[config.mk]
export PLATFORM = sky130hd
export DESIGN_NAME = wb_mux_n
export DESIGN_NICKNAME = d
export VERILOG_FILES = /design/src/rtl/wb_mux_n.sv
export SDC_FILE = /design/constraint.sdc
export NUM_CORES = 1
export LEC_CHECK = 0
export ABC_AREA = 1
export BUFFER_PORTS_ARGS = -buffer_cell sky130_fd_sc_hd__buf_4
export CORE_AREA = 5 5 321 323
export CTS_CLUSTER_SIZE = 25
export DETAILED_ROUTE_END_ITERATION = 7
export DIE_AREA = 0 0 326 328
export PLACE_DENSITY = 0.37
export SLEW_MARGIN = 10
export SYNTH_ARGS = -nofsm -noshare
export SYNTH_HDL_FRONTEND = slang
export SYNTH_SLANG_ARGS = --single-unit
[constraint.sdc]
create_clock -name clk -period 2.2 [get_ports clk]
set_clock_uncertainty 0.1 [all_clocks]
set_input_delay 0.11 -clock clk [delete_from_list [all_inputs] [get_ports clk]]
set_output_delay 0.11 -clock clk [all_outputs]
set_load 0.01 [all_outputs]
[src/rtl/wb_mux_n.sv]
// wb_mux_n: Wishbone classic interconnect, one master to NUM_SLAVES slaves.
//   Address decode is registered into sel_idx when a request is accepted and
//   stays locked for the whole transfer. Decode misses and slave timeouts are
//   answered with a one-cycle interconnect error. The first such error is held
//   in a sticky capture register until err_clr_i.
// Ports:
//   clk, rst_n              clock, async active-low reset
//   wbm_*                   master side (adr/dat/we/sel/stb/cyc in, dat/ack/err/rty out)
//   wbs_*_o / wbs_*_i       per-slave buses, slice i belongs to slave i
//   wbs_addr, wbs_addr_msk  per-slave address prefix and prefix mask
//   err_valid_o/addr_o/timeout_o, err_clr_i   error capture register

// Per-slave port: address match and gating of the master control lines.
module wb_mux_n_port #(
  parameter int AW = 32
) (
  input  logic [AW-1:0] adr,
  input  logic [AW-1:0] base,
  input  logic [AW-1:0] msk,
  input  logic          act,    // this slave owns the current transfer
  input  logic          cyc,
  input  logic          stb,
  input  logic          we,
  output logic          match,
  output logic          cyc_o,
  output logic          stb_o,
  output logic          we_o
);
  assign match = ~|((adr ^ base) & msk);
  assign cyc_o = act & cyc;
  assign stb_o = act & stb;
  assign we_o  = act & we;
endmodule

module wb_mux_n #(
  parameter int DATA_WIDTH   = 32,
  parameter int ADDR_WIDTH   = 32,
  parameter int SELECT_WIDTH = DATA_WIDTH/8,
  parameter int NUM_SLAVES   = 4,
  parameter int TIMEOUT      = 255
) (
  input  logic                             clk,
  input  logic                             rst_n,
  input  logic [ADDR_WIDTH-1:0]            wbm_adr_i,
  input  logic [DATA_WIDTH-1:0]            wbm_dat_i,
  output logic [DATA_WIDTH-1:0]            wbm_dat_o,
  input  logic                             wbm_we_i,
  input  logic [SELECT_WIDTH-1:0]          wbm_sel_i,
  input  logic                             wbm_stb_i,
  input  logic                             wbm_cyc_i,
  output logic                             wbm_ack_o,
  output logic                             wbm_err_o,
  output logic                             wbm_rty_o,
  output logic [NUM_SLAVES*ADDR_WIDTH-1:0] wbs_adr_o,
  output logic [NUM_SLAVES*DATA_WIDTH-1:0] wbs_dat_o,
  input  logic [NUM_SLAVES*DATA_WIDTH-1:0] wbs_dat_i,
  output logic [NUM_SLAVES-1:0]            wbs_we_o,
  output logic [NUM_SLAVES*SELECT_WIDTH-1:0] wbs_sel_o,
  output logic [NUM_SLAVES-1:0]            wbs_stb_o,
  output logic [NUM_SLAVES-1:0]            wbs_cyc_o,
  input  logic [NUM_SLAVES-1:0]            wbs_ack_i,
  input  logic [NUM_SLAVES-1:0]            wbs_err_i,
  input  logic [NUM_SLAVES-1:0]            wbs_rty_i,
  input  logic [NUM_SLAVES*ADDR_WIDTH-1:0] wbs_addr,
  input  logic [NUM_SLAVES*ADDR_WIDTH-1:0] wbs_addr_msk,
  output logic                             err_valid_o,
  output logic [ADDR_WIDTH-1:0]            err_addr_o,
  output logic                             err_timeout_o,
  input  logic                             err_clr_i
);
  localparam int IW = (NUM_SLAVES > 1) ? $clog2(NUM_SLAVES) : 1;
  // Counter only needs to reach TIMEOUT-1.
  localparam int CW = (TIMEOUT > 1) ? $clog2(TIMEOUT) : 1;
  localparam logic [CW-1:0] TO_LAST = CW'((TIMEOUT > 0) ? TIMEOUT - 1 : 0);

  localparam logic [1:0] S_IDLE   = 2'd0;
  localparam logic [1:0] S_ACTIVE = 2'd1;
  localparam logic [1:0] S_ERR    = 2'd2;

  logic [1:0]            state, state_nx;
  logic [IW-1:0]         sel_idx, hit_idx;
  logic [CW-1:0]         cnt;
  logic [ADDR_WIDTH-1:0] dec_adr;   // address seen at decode, for timeout capture
  logic [NUM_SLAVES-1:0] match, port_act;
  logic [DATA_WIDTH-1:0] rd_dat;
  logic                  hit, req, rsp, expire, to_err;
  logic                  s_ack, s_err, s_rty;

  assign req = wbm_cyc_i & wbm_stb_i;

  // Per-slave decode/gating plus unconditional broadcast of pass-through buses.
  for (genvar g = 0; g < NUM_SLAVES; g++) begin : g_port
    assign port_act[g] = (state == S_ACTIVE) && (sel_idx == IW'(g));

    wb_mux_n_port #(.AW(ADDR_WIDTH)) u_port (
      .adr   (wbm_adr_i),
      .base  (wbs_addr[g*ADDR_WIDTH +: ADDR_WIDTH]),
      .msk   (wbs_addr_msk[g*ADDR_WIDTH +: ADDR_WIDTH]),
      .act   (port_act[g]),
      .cyc   (wbm_cyc_i),
      .stb   (wbm_stb_i),
      .we    (wbm_we_i),
      .match (match[g]),
      .cyc_o (wbs_cyc_o[g]),
      .stb_o (wbs_stb_o[g]),
      .we_o  (wbs_we_o[g])
    );

    assign wbs_adr_o[g*ADDR_WIDTH +: ADDR_WIDTH]     = wbm_adr_i;
    assign wbs_dat_o[g*DATA_WIDTH +: DATA_WIDTH]     = wbm_dat_i;
    assign wbs_sel_o[g*SELECT_WIDTH +: SELECT_WIDTH] = wbm_sel_i;
  end

  // Lowest matching index wins: scan downwards so the last write is the lowest.
  always_comb begin
    hit     = 1'b0;
    hit_idx = '0;
    for (int i = NUM_SLAVES - 1; i >= 0; i--) begin
      if (match[i]) begin
        hit     = 1'b1;
        hit_idx = IW'(i);
      end
    end
  end

  // Response path: only the owning slave is visible; port_act is all-zero
  // outside ACTIVE, which also forces read data to zero there.
  always_comb begin
    rd_dat = '0;
    for (int i = 0; i < NUM_SLAVES; i++)
      if (port_act[i]) rd_dat = wbs_dat_i[i*DATA_WIDTH +: DATA_WIDTH];
  end

  assign s_ack  = |(wbs_ack_i & port_act);
  assign s_err  = |(wbs_err_i & port_act);
  assign s_rty  = |(wbs_rty_i & port_act);
  assign rsp    = s_ack | s_err | s_rty;
  assign expire = (TIMEOUT != 0) && (cnt == TO_LAST);

  assign wbm_dat_o = rd_dat;
  assign wbm_ack_o = s_ack;
  assign wbm_rty_o = s_rty;
  assign wbm_err_o = s_err | (state == S_ERR);

  always_comb begin
    state_nx = state;
    case (state)
      S_IDLE:   if (req) state_nx = hit ? S_ACTIVE : S_ERR;
      // A response in the expiry cycle takes priority over the timeout.
      S_ACTIVE: if (!wbm_cyc_i || rsp) state_nx = S_IDLE;
                else if (expire)       state_nx = S_ERR;
      default:  state_nx = S_IDLE;
    endcase
  end

  // ERR always returns to IDLE, so this flags entry only.
  assign to_err = (state_nx == S_ERR);

  always_ff @(posedge clk or negedge rst_n) begin
    if (!rst_n) begin
      state   <= S_IDLE;
      sel_idx <= '0;
      cnt     <= '0;
      dec_adr <= '0;
    end else begin
      state <= state_nx;
      if (state == S_IDLE && req) begin
        sel_idx <= hit_idx;
        dec_adr <= wbm_adr_i;
        cnt     <= '0;
      end else if (state == S_ACTIVE) begin
        cnt <= cnt + 1'b1;
      end
    end
  end

  // Sticky capture: first error only; a capture coinciding with a clear wins.
  always_ff @(posedge clk or negedge rst_n) begin
    if (!rst_n) begin
      err_valid_o   <= 1'b0;
      err_addr_o    <= '0;
      err_timeout_o <= 1'b0;
    end else if (to_err && (!err_valid_o || err_clr_i)) begin
      err_valid_o   <= 1'b1;
      err_addr_o    <= (state == S_IDLE) ? wbm_adr_i : dec_adr;
      err_timeout_o <= (state == S_ACTIVE);
    end else if (err_clr_i) begin
      err_valid_o <= 1'b0;
    end
  end
endmodule
==> run summary, run 1 <==
status: finished clean
Seq/Total Area, Yosys: 20.4%
WP data arrival: 1.91 ns
via-per-instance ratio: 3.25
Layout area overhead: 58.7%
fin crit share: 96.1%
DIE HEIGHT: 328 um
peak supply drop: 0.000376 V
Post-Place Worst Slack: -0.391 ns
Internal: 4.65 mW
Tmin final: 2.12 ns
antenna violations before repair: 4
hold crit path type: in -> reg
vias in the first global route: 10,903
pwr/cell area: 491 nW/um^2
post-route ant nets: 0
DRT Wirelength: 59,400 um
# DRC: 0
setup tns final: 0 ns
CORE AREA: 99,600 um^2
Rel. slew slack: 58.9%
maxcap violations: 0
top cell type's share of synthesized area: 22.5%
IO Pins: 823
worst slew pin tran: 0.617 ns
area leader, netlist: buf_4
setup slack after layout: 0.0850 ns
Mapped Nets: 2,022
# port buffers: 642
critical path type: reg -> out
NetSw: 2.82 mW
Unique masters post-synth: 36
synth top area cells: buf_4 (22%), dfrtp_1 (20%), nand2_1 (15%), nand3_1 (9.9%), inv_1 (6.7%)
CP endpoint kind: primary output
TritonCTS clock tree: built
H-tree depth: 3
Reg power frac: 28.4%
Switching Share: 37.8%
Setup violations, final: 0
Hold Path Cell Cnt: 3
via count: 10,742
Reg clk slew, reported paths: 0.07 ns
yosys warns: 0
DRT Pass-1 Iters: 5
Finished Layout Cells: 3,305
grt ovf: 0
post-synthesis cell count: 1,550
Clock power frac: 24.6%
Syn Area/Cell: 6.19 um^2
Hold Fails Final Rpt: 0
CP Data Required Time: 1.99 ns
P_leak: 8.16 nW
largest net degree at the start of global routing: 63
unrepaired setup endpoints after global routing: true
number of enable flip-flop cells after synthesis: 0
DR WL/cell: 18.0 um
Inst Count DP: 3,275
DP HPWL: 53,100 um
Core Rows: 116
Final Max Tran Viols: 0
Worst-Skew Late Latency: 0.36 ns
Initial Utilization: 9.63%
Worst Setup Start Kind: flop
FMAX: 0.473 GHz
Max FO, Critical Path: 21
total clock sinks: 78
RD Place Congestion: 0.928
Filler Cell Count: 11,580
Total Routing Usage GR: 10.5%
first-pass GRT wire length: 80,500 um
drt initial violations: 352
#FFs+latches synth: 78
mapped cell area: 9590 um^2
nets: 2,469
CTS Root Cell: clkbuf_16
prevailing post-synth register cell: dfrtp_1
share of cells above drive strength 1: 44.4%
die area: 107,000 um^2
Comb power frac: 46.9%
R2R depth: 14
asr flop ratio synth: 100%
Clock Tree Buf Depth: 2
CTS buffer count: 9
Die X: 326 um
hold slack: 0.0377 ns
[flip-flops by register name, indices dropped and copies added, names as in the netlist]
signal,cells
err_addr_o,32
err_timeout_o,1
state,2
cnt,8
err_valid_o,1
dec_adr,32
sel_idx,2
[cell usage in the layout, fill, tap and decap left out, types with 2 or more instances in the layout]
master / Yosys / layout
nand2_4: 23 / 26
nor2_1: 97 / 93
nand4_1: 8 / 8
buf_12: 2 / 10
nor2_4: 0 / 3
or2_0: 4 / 4
inv_2: 31 / 31
nand3_4: 2 / 2
nand2_2: 23 / 29
dfrtp_1: 78 / 77
diode_2: 0 / 5
inv_1: 170 / 169
or2_1: 38 / 38
buf_6: 0 / 6
clkinvlp_4: 0 / 2
nor2_2: 5 / 6
clkbuf_8: 0 / 2
a21oi_1: 65 / 64
o2111ai_1: 2 / 2
clkbuf_16: 0 / 11
buf_4: 287 / 741
nor3_1: 3 / 3
o21ai_0: 39 / 39
nand3_1: 190 / 189
ha_1: 2 / 2
nand2_1: 392 / 383
nand3_2: 2 / 3
bufinv_16: 0 / 3
o21ai_1: 7 / 6
o22ai_1: 34 / 34
inv_4: 1 / 3
[power by group through the flow]
stage | Combinational (mW) | Sequential, mW | Clock (mW)
final | 3.51 | 2.12 | 1.84
after global routing | 3.94 | 2.17 | 1.96
after CTS | 3.60 | 2.12 | 1.92
after detailed placement | 3.59 | 2.14 | 0
after global placement | 3.58 | 2.15 | 0
after floorplan | 1.66 | 2.16 | 0
[synth_stat cells, types with 3 or more instances]
master	n
o22ai_1	34
nor2_1	97
or2_1	38
clkbuf_1	27
inv_2	31
or2_0	4
nand2_4	23
buf_4	287
dfrtp_1	78
inv_1	170
a21oi_1	65
nand3_1	190
o21ai_0	39
o21ai_1	7
nor3_1	3
nand4_1	8
nand2_1	392
buf_1	6
nor2_2	5
nand2_2	23
[worst max-delay path, cell delays in order, from the launching register on]
cell and delay [ns]:
dfrtp_1 0.40, nand2_4 0.14, inv_6 0.06, nand3_4 0.10, buf_6 0.25, o22ai_1 0.11, a21oi_1 0.23, nand2_1 0.08
buf_4 0.15
[stage by stage]
step | instance area, um^2 | total power, mW | utilization (%)
3_3_place_gp | 14600 | 5.73 | 14.7
2_1_floorplan | 9590 | 3.82 | -
4_1_cts | 15000 | 7.64 | 15.1
3_5_place_dp | 14600 | 5.73 | 14.7
6_report | 15200 | 7.47 | 15.3
5_1_grt | 15200 | 8.08 | 15.3
[area by class of cell]
| type | instances | area [um^2] | area share, % |
|---|---|---|---|
| Tap cell | 1298 | 1620 | 10.7 |
| Clock inverter | 5 | 105 | 0.691 |
| Sequential cell | 78 | 1950 | 12.8 |
| Antenna cell | 5 | 12.5 | 0.0822 |
| Clock buffer | 11 | 253 | 1.66 |
| Timing Repair Buffer | 760 | 5890 | 38.7 |
| Inverter | 204 | 778 | 5.11 |
| Multi-Input combinational cell | 944 | 4600 | 30.2 |
[what timing repair did]
action / in CTS / in global routing
buffers inserted: 0 / 6
pin swaps: 0 / 3
cloned: 0 / 2
setup endpoints to repair: 3 / 43
endpoints found under the hold margin: 37 / 0
hold buffers: 1 / 0
gates resized for setup: 4 / 25
[per-layer routing]
metal  wire (um)  global-route usage (%)
met5          20                       0
met4        1330                    2.49
met3        5850                    4.59
met2       28300                    18.1
met1       23900                    12.0
[cell families after synthesis]
group / share of synthesized area [%]
multiplexers: 0.117
AO/OA/AOI/OAI: 8.69
flip-flops: 20.4
adder cells (fa/ha/maj): 0.261
AND/OR/NAND/NOR: 38.0
buffers and inverters: 32.6
[path summary, 6_finish.rpt]
kind                       slack, ns     startpoint        endpoint
setup reg to reg                0.11       state[0]  err_addr_o[21]
max in group asynchronous       1.27          rst_n      sel_idx[0]
setup / recovery                0.08       state[0]   wbm_dat_o[19]
hold reg to reg                 0.37  err_addr_o[2]   err_addr_o[2]
min in group asynchronous       0.14          rst_n  err_addr_o[30]
hold / removal                  0.04  wbm_adr_i[29]     dec_adr[29]
(Power assumes the default switching activity.)
==> run 2: changes to the inputs <==
- ABC_AREA: 1 -> unset
- CORE_AREA: 5 5 321 323 -> 5 5 319 321
- DIE_AREA: 0 0 326 328 -> 0 0 324 326
==> run 2 against run 1 <==
  * The flow now finishes with violations (negative setup slack)
  * Sequential power down 9%
  * First-iteration DRC count up 38%
  * Via count down 9.2%
  * Flip-flop and latch count unchanged
  * Register-to-register slack worse by 0.87 ns
  * Sequential share of layout area up 0.11 points
  * Critical path type is now reg -> reg
  * Critical endpoint is now err_addr_o[17]
  * Largest power group unchanged
==> run summary, run 2 <==
Worst-Skew Late Latency: 0.36 ns (about the same)
Top Usage Layer GRT: met2
Hold Fails Final Rpt: 0 (unchanged)
Clock Tree Buf Depth: 2 (unchanged)
peak supply drop: 0.000351 V (-6.8%)
post-route ant nets: 0 (unchanged)
biggest regs: dec_adr: 32 flops, err_addr_o: 32 flops, cnt: 8 flops
H-tree depth: 3 (unchanged)
DIE HEIGHT: 326 um (-0.61%)
Layout area overhead: 59.7%
vias in the first global route: 10,439 (-4.3%)
pwr/cell area: 430 nW/um^2 (-12%)
TritonCTS clock tree: built
DRT Pass-1 Iters: 5 (unchanged)
Final Max Tran Viols: 0 (unchanged)
top cell type's share of synthesized area: 22.5% (+0.044 points)
hold_sp: wbm_adr_i[12]
Power, Total: 6.51 mW (-13%)
prevailing post-synth register cell: dfrtp_1
P_leak: 7.18 nW (-12%)
Reg clk slew, reported paths: 0.07 ns (about the same)
setup slack after layout: -0.762 ns (-0.847 ns)
Tmin final: 2.96 ns (+0.847 ns)
failing checks: negative setup slack
RD Place Congestion: 0.843 (-9.1%)
via-per-instance ratio: 3.43 (+5.5%)
leading cell types in the layout, fill and taps excluded: buf_4 (736), nand2_1 (141), xor2_1 (128)
# DRC: 0 (unchanged)
flop-to-flop setup slack: -0.76 ns (-0.87 ns)
Rel. slew slack: 50.8% (-8.1 points)
Worst Setup Start Kind: flop
Unique masters post-synth: 35 (-2.8%)
Seq/Total Area, Yosys: 20.6% (+0.26 points)
IO Pins: 823 (unchanged)
CORE AREA: 99,000 um^2 (-0.58%)
Setup violations, final: 76 (+76)
total clock sinks: 78 (unchanged)
drt initial violations: 485 (+38%)
DRT Wirelength: 69,800 um (+18%)
Total Routing Usage GR: 12.6% (+2.1 points)
most common cell after layout, fill and taps aside: buf_4
status: finished with violations
# port buffers: 642 (unchanged)
largest net degree at the start of global routing: 68 (+7.9%)
CTS Root Cell: clkbuf_16
die area: 106,000 um^2 (-1.2%)
Core Rows: 116 (unchanged)
post-synthesis cell count: 1,129 (-27%)
met1 Use GR: 13.8% (+1.9 points)
Mapped Nets: 1,601 (-21%)
nets: 2,000 (-19%)
DR WL/cell: 24.6 um (+37%)
Syn Area/Cell: 8.39 um^2 (+36%)
met2 usage: 23.7% (+5.6 points)
Max FO, Critical Path: 67 (+220%)
WP data arrival: 3.09 ns (+1.18 ns)
yosys warns: 0 (unchanged)
antenna violations before repair: 29 (+25)
#FFs+latches synth: 78 (unchanged)
mapped cell area: 9470 um^2 (-1.2%)
worst slew pin tran: 0.738 ns (+0.121 ns)
number of enable flip-flop cells after synthesis: 0 (unchanged)
met3 GRT Util: 2.73% (-1.9 points)
DP HPWL: 61,700 um (+16%)
hold crit path type: in -> reg
share of cells above drive strength 1: 55.6% (+11 points)
CTS buffer count: 9 (unchanged)
hold slack: 0.0451 ns (+0.00739 ns)
reg-to-reg startpoint: sel_idx[0]
Die X: 324 um (-0.61%)
FMAX: 0.338 GHz (-29%)
top post-synthesis cells by count: buf_4 (284), nand2_1 (141), xor2_1 (129)
maxcap violations: 0 (unchanged)
CP Data Required Time: 2.33 ns (+0.34 ns)
synth top area cells: buf_4 (23%), dfrtp_1 (21%), xor2_1 (12%), mux4_2 (8.3%), nand2_1 (5.6%)
asr flop ratio synth: 100% (unchanged)
first-pass GRT wire length: 90,400 um (+12%)
fin crit share: 135% (+38 points)
most common cell in the netlist: buf_4
grt ovf: 0 (unchanged)
Setup crit start: sel_idx[0]
area leader, netlist: buf_4
critical path type: reg -> reg
CP endpoint kind: flop
Initial Utilization: 9.57% (-0.064 points)
unrepaired setup endpoints after global routing: true
via count: 9,753 (-9.2%)
==> run 2: cell type report <==
class	instances	area (um^2)
inverters	2	7.51
repair buffers	765	5990
clock inverters	7	97.6
multi-input cells	672	5190
diodes	12	30.0
flip-flops and latches	78	1960
clock buffers	9	225
fillers	11250	83900
well taps	1298	1620
==> run 2: critical path, cell delays in order, from the launching register on <==
cell and delay, ns:
dfrtp_4 0.46, mux4_2 0.52, or4_4 0.55, or3_4 0.39
buf_12 0.20, nand3_1 0.13, o311ai_0 0.12, or3_1 0.34
==> run 2: per-stage QoR <==
stage	cells	setup slack, ns	cell area (um^2)	setup TNS, ns	util [%]
after detailed placement	2811	-1.10	14500	-39.95	14.6
after global placement	2811	-1.16	14500	-41.80	14.6
after CTS	2830	-0.759	15000	-38.81	15.2
after floorplan	1129	-0.616	9480	-20.04	-
final	2843	-0.762	15100	-35.84	15.3
after global routing	2840	-0.863	15100	-46.72	15.3
==> run 2: worst paths after layout <==
| check | endpoint | depth (start not counted) |
|---|---|---|
| hold reg to reg | dec_adr[3] | 2 |
| hold / removal | dec_adr[12] | 4 |
| max in group asynchronous | dec_adr[12] | 3 |
| setup / recovery | err_addr_o[17] | 7 |
| min in group asynchronous | cnt[6] | 2 |
| setup reg to reg | err_addr_o[17] | 7 |
==> run 2: cells by family after synthesis <==
group | Yosys count | synth area share (%)
buffers and inverters | 379 | 26.6
multiplexers | 68 | 11.8
AND/OR/NAND/NOR | 360 | 19.6
adder cells (fa/ha/maj) | 2 | 0.264
AO/OA/AOI/OAI | 113 | 9.10
flip-flops | 78 | 20.6
XOR/XNOR | 129 | 11.9
==> run 2: timing repair <==
action | in CTS | in global routing
pin swaps | 14 | 13
setup endpoints to repair | 79 | 80
gates cloned | 2 | 0
hold endpoints to repair | 34 | 0
gates resized for setup | 31 | 19
setup buffers | 0 | 2
hold buffers | 1 | 0
==> run 2: per-layer routing <==
metal  share of wire [%]  vias up
met1                  37     4685
li1                    -     4475
met4                 2.4        0
met5                   0        -
met3                 6.1      106
met2                  54      487
==> run 2: report_power, final <==
| part | switching, mW | internal (mW) | total, mW |
|---|---|---|---|
| Clock | 0.686 | 0.999 | 1.68 |
| Combinational | 1.41 | 1.48 | 2.89 |
| Sequential | 0.239 | 1.69 | 1.93 |
| Total | 2.33 | 4.18 | 6.51 |
==> run 3: changes to the inputs <==
- ABC_AREA: unset -> 0
- CORE_AREA: 5 5 319 321 -> 5 5 317 319
- DIE_AREA: 0 0 324 326 -> 0 0 322 324
- clock period: 2.2 -> 3.6 ns (I/O delays scaled with it)
==> run 3 against run 2 <==
  * The run now ends clean
  * Hold slack lost 0.015 ns
  * Sequential share of layout area increased by 0.97 points
  * Worst setup slack better by 1.0 ns
  * Register-to-register slack improved by 1.0 ns
  * Flip-flop and latch count stayed put
  * Non-clock buffer count down 90
  * Count of clock-buffer cells in the layout grew 3
  * Routed wire length down 2.6%
  * First-iteration DRC count fell by 2.3%
  * Combinational power down 43%
  * Global-route usage is 0.25 points lower
  * Power fell by 42%
==> run summary, run 3 (synthesis gave the netlist of run 2 again) <==
Comb power frac: 43.6% (-0.8 points)
H-tree depth: 3 (unchanged)
NetSw: 1.37 mW (-41%)
most common cell after layout, fill and taps aside: buf_4
Worst Setup Start Kind: flop
Sequential cell area: 1950 um^2 (-0.13%)
status: finished clean
via count: 9,543 (-2.2%)
nets: 1,910 (-4.5%)
critical path type: reg -> reg
Final Max Tran Viols: 0 (unchanged)
RD Place Congestion: 0.899 (+6.6%)
CP Data Required Time: 3.73 ns (+1.40 ns)
Die X: 322 um (-0.62%)
total clock sinks: 78 (unchanged)
cell area after layout: 14,000 um^2 (-7.1%)
biggest regs: dec_adr: 32 flops, err_addr_o: 32 flops, cnt: 8 flops
Setup crit end: err_addr_o[17]
peak supply drop: 0.000193 V (-45%)
Hold Fails Final Rpt: 0 (unchanged)
CTS Root Cell: clkbuf_16
first-pass GRT wire length: 87,400 um (-3.3%)
via-per-instance ratio: 3.48 (+1.6%)
pwr/cell area: 269 nW/um^2 (-38%)
CORE AREA: 97,600 um^2 (-1.4%)
Switching Share: 36.2% (+0.39 points)
Tmin final: 3.32 ns (+0.361 ns)
footprint of the multi-input gates: 5050 um^2 (-2.7%)
WP data arrival: 3.45 ns (+0.36 ns)
Finished Layout Cells: 2,739 (-3.7%)
hold slack: 0.0302 ns (-0.0149 ns)
Setup crit start: sel_idx[0]
post-route ant nets: 0 (unchanged)
DRT Pass-1 Iters: 7 (+2)
IO Pins: 823 (unchanged)
reg-to-reg startpoint: sel_idx[0]
leading cell types in the layout, fill and taps excluded: buf_4 (671), nand2_1 (141), xor2_1 (129)
Internal: 2.41 mW (-42%)
fin crit share: 92.3% (-42 points)
CTS buffer count: 9 (unchanged)
setup slack after layout: 0.277 ns (+1.04 ns)
Post-Place Worst Slack: 0.265 ns (+1.36 ns)
Worst-Skew Late Latency: 0.35 ns (about the same)
Clock power frac: 25.1% (-0.8 points)
largest net degree at the start of global routing: 100 (+47%)
DR WL/cell: 24.8 um (+1.1%)
worst r2r dst: err_addr_o[17]
DP HPWL: 58,600 um (-5.0%)
vias in the first global route: 9,793 (-6.2%)
Final Core Density: 14.4% (-0.88 points)
maxcap violations: 0 (unchanged)
Power, Total: 3.77 mW (-42%)
unrepaired setup endpoints after global routing: false
P_leak: 6.62 nW (-7.7%)
Filler Cell Count: 11,157 (-0.83%)
Rel. slew slack: 35.8% (-15 points)
# port buffers: 642 (unchanged)
setup tns final: 0 ns (+35.84 ns)
die area: 104,000 um^2 (-1.2%)
share of cells above drive strength 1: 51.3% (-4.3 points)
drt initial violations: 474 (-2.3%)
hold crit path type: in -> reg
Max FO, Critical Path: 99 (+48%)
antenna violations before repair: 35 (+21%)
TritonCTS clock tree: built
Reg clk slew, reported paths: 0.07 ns (about the same)
R2R depth: 6 (-1)
grt ovf: 0 (unchanged)
Layout area overhead: 48.4%
Inst Count DP: 2,713 (-3.5%)
worst slew pin tran: 0.964 ns (+0.225 ns)
placed cell area: 13,700 um^2 (-5.2%)
Core Rows: 115 (-0.86%)
flop-to-flop setup slack: 0.28 ns (+1.04 ns)
DRT Wirelength: 68,000 um (-2.6%)
CP endpoint kind: flop
Reg power frac: 31.3% (+1.6 points)
# DRC: 0 (unchanged)
Initial Utilization: 9.71% (+0.14 points)
Setup violations, final: 0 (-100%)
Clock Tree Buf Depth: 2 (unchanged)
Total Routing Usage GR: 12.3% (-0.25 points)
FMAX: 0.301 GHz (-11%)
DIE HEIGHT: 324 um (-0.61%)
## run 3: changes by cell type in the layout (fill, tap and decap cells not counted), moves of 8 or more
cell,previous run,this run
a22oi_1,56,64
a22oi_2,8,0
buf_4,736,671
buf_6,13,0
buf_12,11,3
## run 3: power groups by stage
stage / logic, mW / clock network [mW] / registers [mW]
2_1_floorplan: 0.821 / 0 / 1.21
3_3_place_gp: 1.70 / 0 / 1.19
3_5_place_dp: 1.71 / 0 / 1.20
4_1_cts: 1.72 / 0.996 / 1.18
5_1_grt: 1.80 / 1.02 / 1.21
6_report: 1.64 / 0.947 / 1.18
## run 3: layer usage
metal	up-vias	GRT usage [%]	share of wire, %
li1	4284	-	-
met1	4537	13.2	36
met2	572	24.0	54
met3	146	2.76	6.9
met4	4	3.62	3.0
met5	-	0	0.034
## run 3: worst min-delay path by stage
stage | depth (start not counted) | slack (ns) | startpoint | endpoint
after floorplan | 0 | -0.22 | rst_n | cnt[0]
after global placement | 1 | 0.23 | rst_n | err_addr_o[26]
after detailed placement | 1 | 0.23 | rst_n | err_addr_o[26]
after CTS | 3 | 0.01 | wbm_adr_i[12] | dec_adr[12]
after global routing | 3 | 0.01 | wbm_adr_i[12] | dec_adr[12]
final | 3 | 0.03 | wbm_adr_i[12] | dec_adr[12]
## run 3: cell type report
class	count	area share [%]
Antenna cell	9	0.160
Clock buffer	12	1.75
Clock inverter	4	0.338
Inverter	2	0.0534
Multi-Input combinational cell	672	36.0
Sequential cell	78	13.9
Tap cell	1287	11.5
Timing Repair Buffer	675	36.4
## run 3: worst max-delay path: stages (launching register included)
cell      delay, ns
dfrtp_2        0.49
mux4_2         0.55
or4_1          0.59
or3_4          0.69
nand3_1        0.22
o311ai_0       0.13
or3_1          0.35
## run 3: repair_timing
action                    in CTS  in global routing
setup buffers                  0                  0
hold buffers                   1                  0
hold endpoints to repair      54                  0
resized for setup              0                  0
